**config.mk**
```make
export PLATFORM = sky130hd
export DESIGN_NAME = seq_stage_controller
export DESIGN_NICKNAME = d
export VERILOG_FILES = /design/src/rtl/seq_stage_controller.sv
export SDC_FILE = /design/constraint.sdc
export NUM_CORES = 1
export LEC_CHECK = 0
export CORE_ASPECT_RATIO = 0.75
export CORE_UTILIZATION = 38
export DETAILED_ROUTE_END_ITERATION = 10
export PLACE_DENSITY = 0.81
export SLEW_MARGIN = 20
export SYNTH_ARGS = -nofsm -noshare
export SYNTH_HDL_FRONTEND = slang
export SYNTH_SLANG_ARGS = --single-unit
```
**constraint.sdc**
```tcl
create_clock -name clk -period 1.9 [get_ports clk]
set_input_delay 0.38 -clock clk [delete_from_list [all_inputs] [get_ports clk]]
set_output_delay 0.38 -clock clk [all_outputs]
set_load 0.01 [all_outputs]
```
**src/rtl/seq_stage_controller.sv**
```systemverilog
// Multi-cycle stage sequencer for the Y86-64 SEQ processor: walks one instruction
// through F/D/E/M/W/PC-update, owns the PC, status and cycle/instruction counters.
//
// state      | meaning
// -----------+-------------------------------------------------
// IDLE       | out of reset, waiting for start
// FETCH      | fetch_en, check fetch faults and halt
// DECODE     | decode_en for one cycle
// EXECUTE    | exec_en for one cycle, choose memory or writeback
// MEMORY     | mem_req held until ack, error or timeout
// WRITEBACK  | wb_en for one cycle
// PCUPD      | latch next PC, retire the instruction
// HALTED     | stopped on halt/fault, waiting for start
module seq_stage_controller #(
  parameter logic [63:0] RESET_PC    = 64'h0,
  parameter int unsigned MEM_TIMEOUT = 15
) (
  input  logic        clk,
  input  logic        rst_n,
  input  logic        start,
  input  logic [3:0]  icode,
  input  logic        instr_valid,
  input  logic        imem_error,
  input  logic        cnd,
  input  logic [63:0] ValP,
  input  logic [63:0] ValC,
  input  logic [63:0] ValM,
  input  logic        mem_ack,
  input  logic        dmem_error,
  output logic [63:0] pc,
  output logic        fetch_en,
  output logic        decode_en,
  output logic        exec_en,
  output logic        wb_en,
  output logic        mem_req,
  output logic [2:0]  stat,
  output logic        busy,
  output logic [31:0] cycle_count,
  output logic [31:0] instr_count
);

  localparam logic [2:0] ST_IDLE      = 3'd0;
  localparam logic [2:0] ST_FETCH     = 3'd1;
  localparam logic [2:0] ST_DECODE    = 3'd2;
  localparam logic [2:0] ST_EXECUTE   = 3'd3;
  localparam logic [2:0] ST_MEMORY    = 3'd4;
  localparam logic [2:0] ST_WRITEBACK = 3'd5;
  localparam logic [2:0] ST_PCUPD     = 3'd6;
  localparam logic [2:0] ST_HALTED    = 3'd7;

  localparam logic [2:0] STAT_AOK = 3'd1;
  localparam logic [2:0] STAT_HLT = 3'd2;
  localparam logic [2:0] STAT_ADR = 3'd3;
  localparam logic [2:0] STAT_INS = 3'd4;

  // Timeout runs as a down-counter: the last permitted wait cycle is terminal count 0.
  localparam logic [7:0] WAIT_LOAD = 8'(MEM_TIMEOUT - 1);

  logic [2:0]  state;
  logic [3:0]  icode_q;
  logic [7:0]  wait_left;
  logic        mem_op;
  logic [63:0] next_pc;

  assign fetch_en  = (state == ST_FETCH);
  assign decode_en = (state == ST_DECODE);
  assign exec_en   = (state == ST_EXECUTE);
  assign mem_req   = (state == ST_MEMORY);
  assign wb_en     = (state == ST_WRITEBACK);
  assign busy      = (state != ST_IDLE) && (state != ST_HALTED);

  always_comb begin
    mem_op = 1'b0;
    case (icode_q)
      4'h4, 4'h5, 4'h8, 4'h9, 4'hA, 4'hB: mem_op = 1'b1;
      default:                            mem_op = 1'b0;
    endcase
  end

  always_comb begin
    next_pc = ValP;
    case (icode_q)
      4'h7:    next_pc = cnd ? ValC : ValP;
      4'h8:    next_pc = ValC;
      4'h9:    next_pc = ValM;
      default: next_pc = ValP;
    endcase
  end

  always_ff @(posedge clk or negedge rst_n) begin
    if (!rst_n) begin
      state       <= ST_IDLE;
      pc          <= RESET_PC;
      stat        <= STAT_AOK;
      icode_q     <= 4'h0;
      wait_left   <= 8'd0;
      cycle_count <= 32'd0;
      instr_count <= 32'd0;
    end else begin
      if (busy) cycle_count <= cycle_count + 32'd1;
      case (state)
        ST_IDLE, ST_HALTED: begin
          if (start) begin
            state       <= ST_FETCH;
            pc          <= RESET_PC;
            stat        <= STAT_AOK;
            cycle_count <= 32'd0;
            instr_count <= 32'd0;
          end
        end
        ST_FETCH: begin
          icode_q <= icode;
          if (imem_error) begin
            stat  <= STAT_ADR;
            state <= ST_HALTED;
          end else if (!instr_valid || (icode > 4'hB)) begin
            stat  <= STAT_INS;
            state <= ST_HALTED;
          end else if (icode == 4'h0) begin
            stat        <= STAT_HLT;
            instr_count <= instr_count + 32'd1;
            state       <= ST_HALTED;
          end else begin
            state <= ST_DECODE;
          end
        end
        ST_DECODE: state <= ST_EXECUTE;
        ST_EXECUTE: begin
          if (mem_op) begin
            state     <= ST_MEMORY;
            wait_left <= WAIT_LOAD;
          end else begin
            state <= ST_WRITEBACK;
          end
        end
        ST_MEMORY: begin
          if (mem_ack) begin
            if (dmem_error) begin
              stat  <= STAT_ADR;
              state <= ST_HALTED;
            end else begin
              state <= ST_WRITEBACK;
            end
          end else if (wait_left == 8'd0) begin
            stat  <= STAT_ADR;
            state <= ST_HALTED;
          end else begin
            wait_left <= wait_left - 8'd1;
          end
        end
        ST_WRITEBACK: state <= ST_PCUPD;
        ST_PCUPD: begin
          pc          <= next_pc;
          instr_count <= instr_count + 32'd1;
          state       <= ST_FETCH;
        end
      endcase
    end
  end

endmodule
```
# ---- After elaboration in Yosys (flattened, before gate mapping)
# Index checks and enable logic that the tools add are counted.
dict set report totals {
  register_bits 146
  input_bits 204
  output_inout_bits 137
  wordCells 87
}
dict set report classes {
  n_addsub 3
  n_lt_le_gt_ge 1
  n_eq_ne 25
  mux 33
  reduce_logical 18
}
# op n
set op_table {}
lappend op_table {{two-way mux 32 bit} 7}
lappend op_table {{case mux 64 bit (3 select lines)} 1}
lappend op_table {{two-way mux 64 bit} 2}
lappend op_table {{case mux 64 bit (2 select lines)} 1}
lappend op_table {{case mux 32 bit (3 select lines)} 1}
lappend op_table {{adder 32 x 1 -> 32 bit, second input constant} 2}
lappend op_table {{two-way mux 3 bit} 12}
lappend op_table {{two-way mux 8 bit} 3}
lappend op_table {{case mux 3 bit (7 select lines)} 1}
lappend op_table {{equality test 4 bit, second input constant} 4}
lappend op_table {{case mux 8 bit (2 select lines)} 1}
lappend op_table {{equality test 3 bit, second input constant} 4}
lappend op_table {{equality test 4 x 3 -> 1 bit, second input constant} 3}
lappend op_table {{!= test 2 bit, second input constant} 5}
lappend op_table {{AND reduction 5 bit} 2}
lappend op_table {{case mux 3 bit (3 select lines)} 1}
lappend op_table {{nonzero test 3 bit} 3}
lappend op_table {{logical NOT 8 bit} 1}
lappend op_table {{subtractor 8 x 1 -> 8 bit, second input constant} 1}
lappend op_table {{equality test 3 x 2 -> 1 bit, second input constant} 2}
lappend op_table {{!= test 3 bit, second input constant} 2}
lappend op_table {{OR reduction 6 bit} 1}
lappend op_table {{greater-than comparator 4 bit, second input constant} 1}
lappend op_table {{logical NOT 4 bit} 1}
lappend op_table {{14 further kinds} 18}

# ---- Longest topological paths before layout
dict set report depth {
  ltp_word 5
  ltp_mapped 9
  mapped_depth_nobuf 7
}

# ---- Least setup slack after synthesis
# OpenSTA, ideal clock, no wires.
dict set report synth_timing {
  kind {input to register}
  start {in icode[0]}
  end {reg instr_count[27]}
  setup_ns 0.078
  arrival_time_ns 1.884
  required_time_ns 1.822
  path_slack_ns -0.062
  cell_stages 6
  path_cell_list {or4_4 -> o21ai_4 -> nand4_2 -> buf_6 -> or3_1 -> a21oi_1}
}
dict set report synth_via {
  elab_chain_len 4
}
# item line_no
set synth_lines {}
lappend synth_lines {{from (decl)} 21} ;# input logic [3:0] icode,
lappend synth_lines {{greater-than comparator 4 bit} 116} ;# end else if (!instr_valid || (icode > 4'hB)) begin
lappend synth_lines {{logical OR 1 bit} 116}
lappend synth_lines {{!= test 2 bit (no source line)} --}
lappend synth_lines {{AND reduction 5 bit (no source line) *} --}
lappend synth_lines {{to (signal assigned)} 121} ;# instr_count <= instr_count + 32'd1;
lappend synth_lines {{to (signal assigned)} 154} ;# instr_count <= instr_count + 32'd1;
lappend synth_lines {{to (decl)} 39} ;# output logic [31:0] instr_count
# Every way passes the cells marked *; elsewhere a longest branch is shown, timed or not.
# A chain may end at the register's enable or synchronous reset.

# ---- Worst setup path after layout
dict set report layout_timing {
  start {reg instr_count[6]}
  end {reg instr_count[18]}
}
dict set report layout_via {
  elab_chain_len 5
}
# item line_no
set layout_lines {}
lappend layout_lines {{adder 32 x 1 -> 32 bit *} {121, 154}}
lappend layout_lines {{two-way mux 32 bit} 119} ;# end else if (icode == 4'h0) begin
lappend layout_lines {{two-way mux 32 bit} 116}
lappend layout_lines {{two-way mux 32 bit} 113} ;# if (imem_error) begin
lappend layout_lines {{case mux 32 bit (3 select lines) *} 101} ;# case (state)
# Every way passes the cells marked *; elsewhere a longest branch is shown, timed or not. The select of a mux whose other input is x is not followed.

==> metrics.csv <==
metric,value,unit
vdd_drop_max,0.706,mV
grt_pass1_vias,8280,
wire_per_inst,18.7,microns
grt_pass1_wl,43900,microns
setup_viol,0,
portBuffers,340,
cts.path.max_buffers,2,
synthAdderAreaFrac,0.654,%
ant_nets,0,
status,"complete, but fails checks",
rsz0062_at_grt,true,
worst_pin_slew,0.484,ns
cts.clk_slew.worst_paths,0.06,ns
worstPathRequired,2.24,ns
clock.fmax,0.529,GHz
drt-total-wl,28500,microns
worst_path_largest_cell_delay,0.43,ns
hold_viol,0,
ys.flop_type,dfrtp_1,
drt_iter0_markers,849,
critPathArrivalTime,2.23,ns
synthesis.area,7650,sq um
crit_chain,"nand4_1, buf_4, nor3_4, nand3_2, or4_4, a21oi_2",
cts_sinks,146,
synth_xor_area_share,1.95,%
synth.distinct_cells,61,
period_needed,1.89,ns
period_share,99.5,%
synthArstFlopShare,100,%
synthesis.nets,1046,
synth_compound_area_share,24.5,%
rrSetupSlack,0.009,ns
vias,8525,
path_delay_family,simple AND/OR/NAND/NOR gates,
power_density,1170,nW/um^2
slew_headroom,67.7,%
final_common_cell,clkdlybuf4s50_1,
die_area,20700,sq um
cts_tree,yes,
layout_common_cells,"clkdlybuf4s50_1 (325), dfrtp_1 (136), nand3_1 (107)",
die_h,125,microns
hold_start,icode[1],
grt.total_usage,26.8,%
crit_path_end_kind,register,
cap_violations,0,
start_util,39.2,%
slowest_stage,or4_4,
hold_path.class,input port to register,
synthToLayoutAreaGrowth,73.0,%
synth_seq_area_share,47.8,%
grt_antenna_before_repair,0,
synth_top_cell_by_area,dfrtp_1,
regToRegEndpoint,instr_count[18],
numCtsBuffers,17,
ioPinCount,341,
synthMuxAreaShare,0.654,%
r2r_cells,6,
hpwl,20500,microns
path_buf_inv,1,
cts_root_buffer,clkbuf_16,
synth-seq-cells,146,
std_cell_rows,44,
worstReg2RegStart,instr_count[6],
violations,DRC,
yosys.area_share.simple,20.4,%
drc,14,
skew,0.00854,ns
routabilityCongestion,0.869,
hold_path_depth,3,
cp_max_fo,3,
dr.pass1.iters,11,
p_leak,5.62,nW
start_kind,register,
synth.avg_cell_area,9.13,sq um
htreeDepth,4,
drive_gt1_share,17.3,%
yosys_warnings,0,
die_x,166,microns
synthTopCellsByArea,"dfrtp_1 (47%), a22o_1 (7.4%), nand3_1 (7.1%)",
synth_edf_count,0,
tns,0,ns
hold_end,icode_q[1],
slew_viol_final,0,
core,19500,sq um
grt_max_degree,129,
netlist_instances,838,
grt-ovfl-total,0,
synth_top_area_share,47.4,%
final_net_count,1468,
vias_per_cell,5.59,
clk_latency,0.42,ns
crit_type,register to register,
fill_cells,1510,
num_antenna_cells,0,
synth_top_family_by_area,compound AO/OA/AOI/OAI gates,
hold_slack,0.300,ns
fin_util,67.7,%
[timing repair]
item,4_1_cts,5_1_grt
resized for setup,49,70
setup endpoints to repair,98,96
pin swaps,8,24
hold buffers,1,0
cloned,3,3
hold endpoints to repair,38,0
setup buffers,9,11
[metal layers]
layer / vias to the layer above / routed length [microns] / global-route usage (%)
met2: 359 / 14800 / 46.8
met4: 0 / 575 / 8.36
met3: 42 / 1570 / 5.21
met5: - / 0 / 0
li1: 3981 / - / -
met1: 4143 / 11500 / 33.7
[how the worst max path moves through the flow]
| stage | from | endpoint | slack (ns) | cells past startpoint |
|---|---|---|---|---|
| after global placement | icode[2] | instr_count[25] | -0.61 | 7 |
| after global routing | instr_count[6] | instr_count[18] | -0.08 | 6 |
| final | instr_count[6] | instr_count[18] | 0.009 | 6 |
| after floorplan | state[2] | cycle_count[24] | -0.03 | 6 |
| after CTS | state[1] | fetch_en | -0.09 | 5 |
| after detailed placement | icode[2] | instr_count[25] | -0.65 | 7 |
[Yosys cell counts, drive strengths merged, types with 5 or more instances]
master,count
inv,16
o21a,6
nand4,20
o311ai,5
o21ai,105
dfrtp,145
nor2b,5
nor2,35
and3,10
buf,18
a22o,65
nand3,111
mux2i,5
xor2,11
o211ai,6
o41ai,5
nand2,56
clkbuf,39
a21oi,88
o31ai,7
or3,13
nor3,12
xnor2,6
[power breakdown]
| group | internal [mW] | switching (mW) |
|---|---|---|
| registers | 3.77 | 0.443 |
| clock network | 2.34 | 1.35 |
| logic | 3.86 | 3.75 |
| total | 9.96 | 5.55 |
[per-stage QoR]
step / total power, mW / std cells / setup WS, ns / area, sq um
final: 15.5 / 1525 / 0.00916 / 13200
after global routing: 16.4 / 1525 / -0.0782 / 13200
after CTS: 15.0 / 1511 / -0.0866 / 12900
after detailed placement: 10.9 / 1467 / -0.652 / 12000
after global placement: 10.7 / 1467 / -0.608 / 12000
after floorplan: 7.46 / 838 / -0.0342 / 7660
[worst min-delay path, cell delays in order]
cell,delay [ns]
clkdlybuf4s15_1,0.18
nand2_1,0.06
nand2_1,0.06
[cells by family after synthesis]
logic type | count (synthesis)
simple gates | 294
buf+inv | 73
flops | 146
mux | 5
xor+xnor | 17
fa+ha+maj | 4
compound gates | 299
[cell type report]
cell class	count	area (sq um)	share of cell area, %
inverter	16	62.6	0.473
sequential	146	3670	27.7
clock inverter	12	206	1.56
timing repair buffer	459	4590	34.6
multi-input combinational	620	3970	30.0
tap	253	317	2.39
clock buffer	19	433	3.27
[registers in the layout, indices dropped and copies added (netlist names)]
signal / count
wait_left: 8
icode_q: 4
state: 3
stat: 3
cycle_count: 32
pc: 64
instr_count: 32
Power figures use the tool's default switching activity.
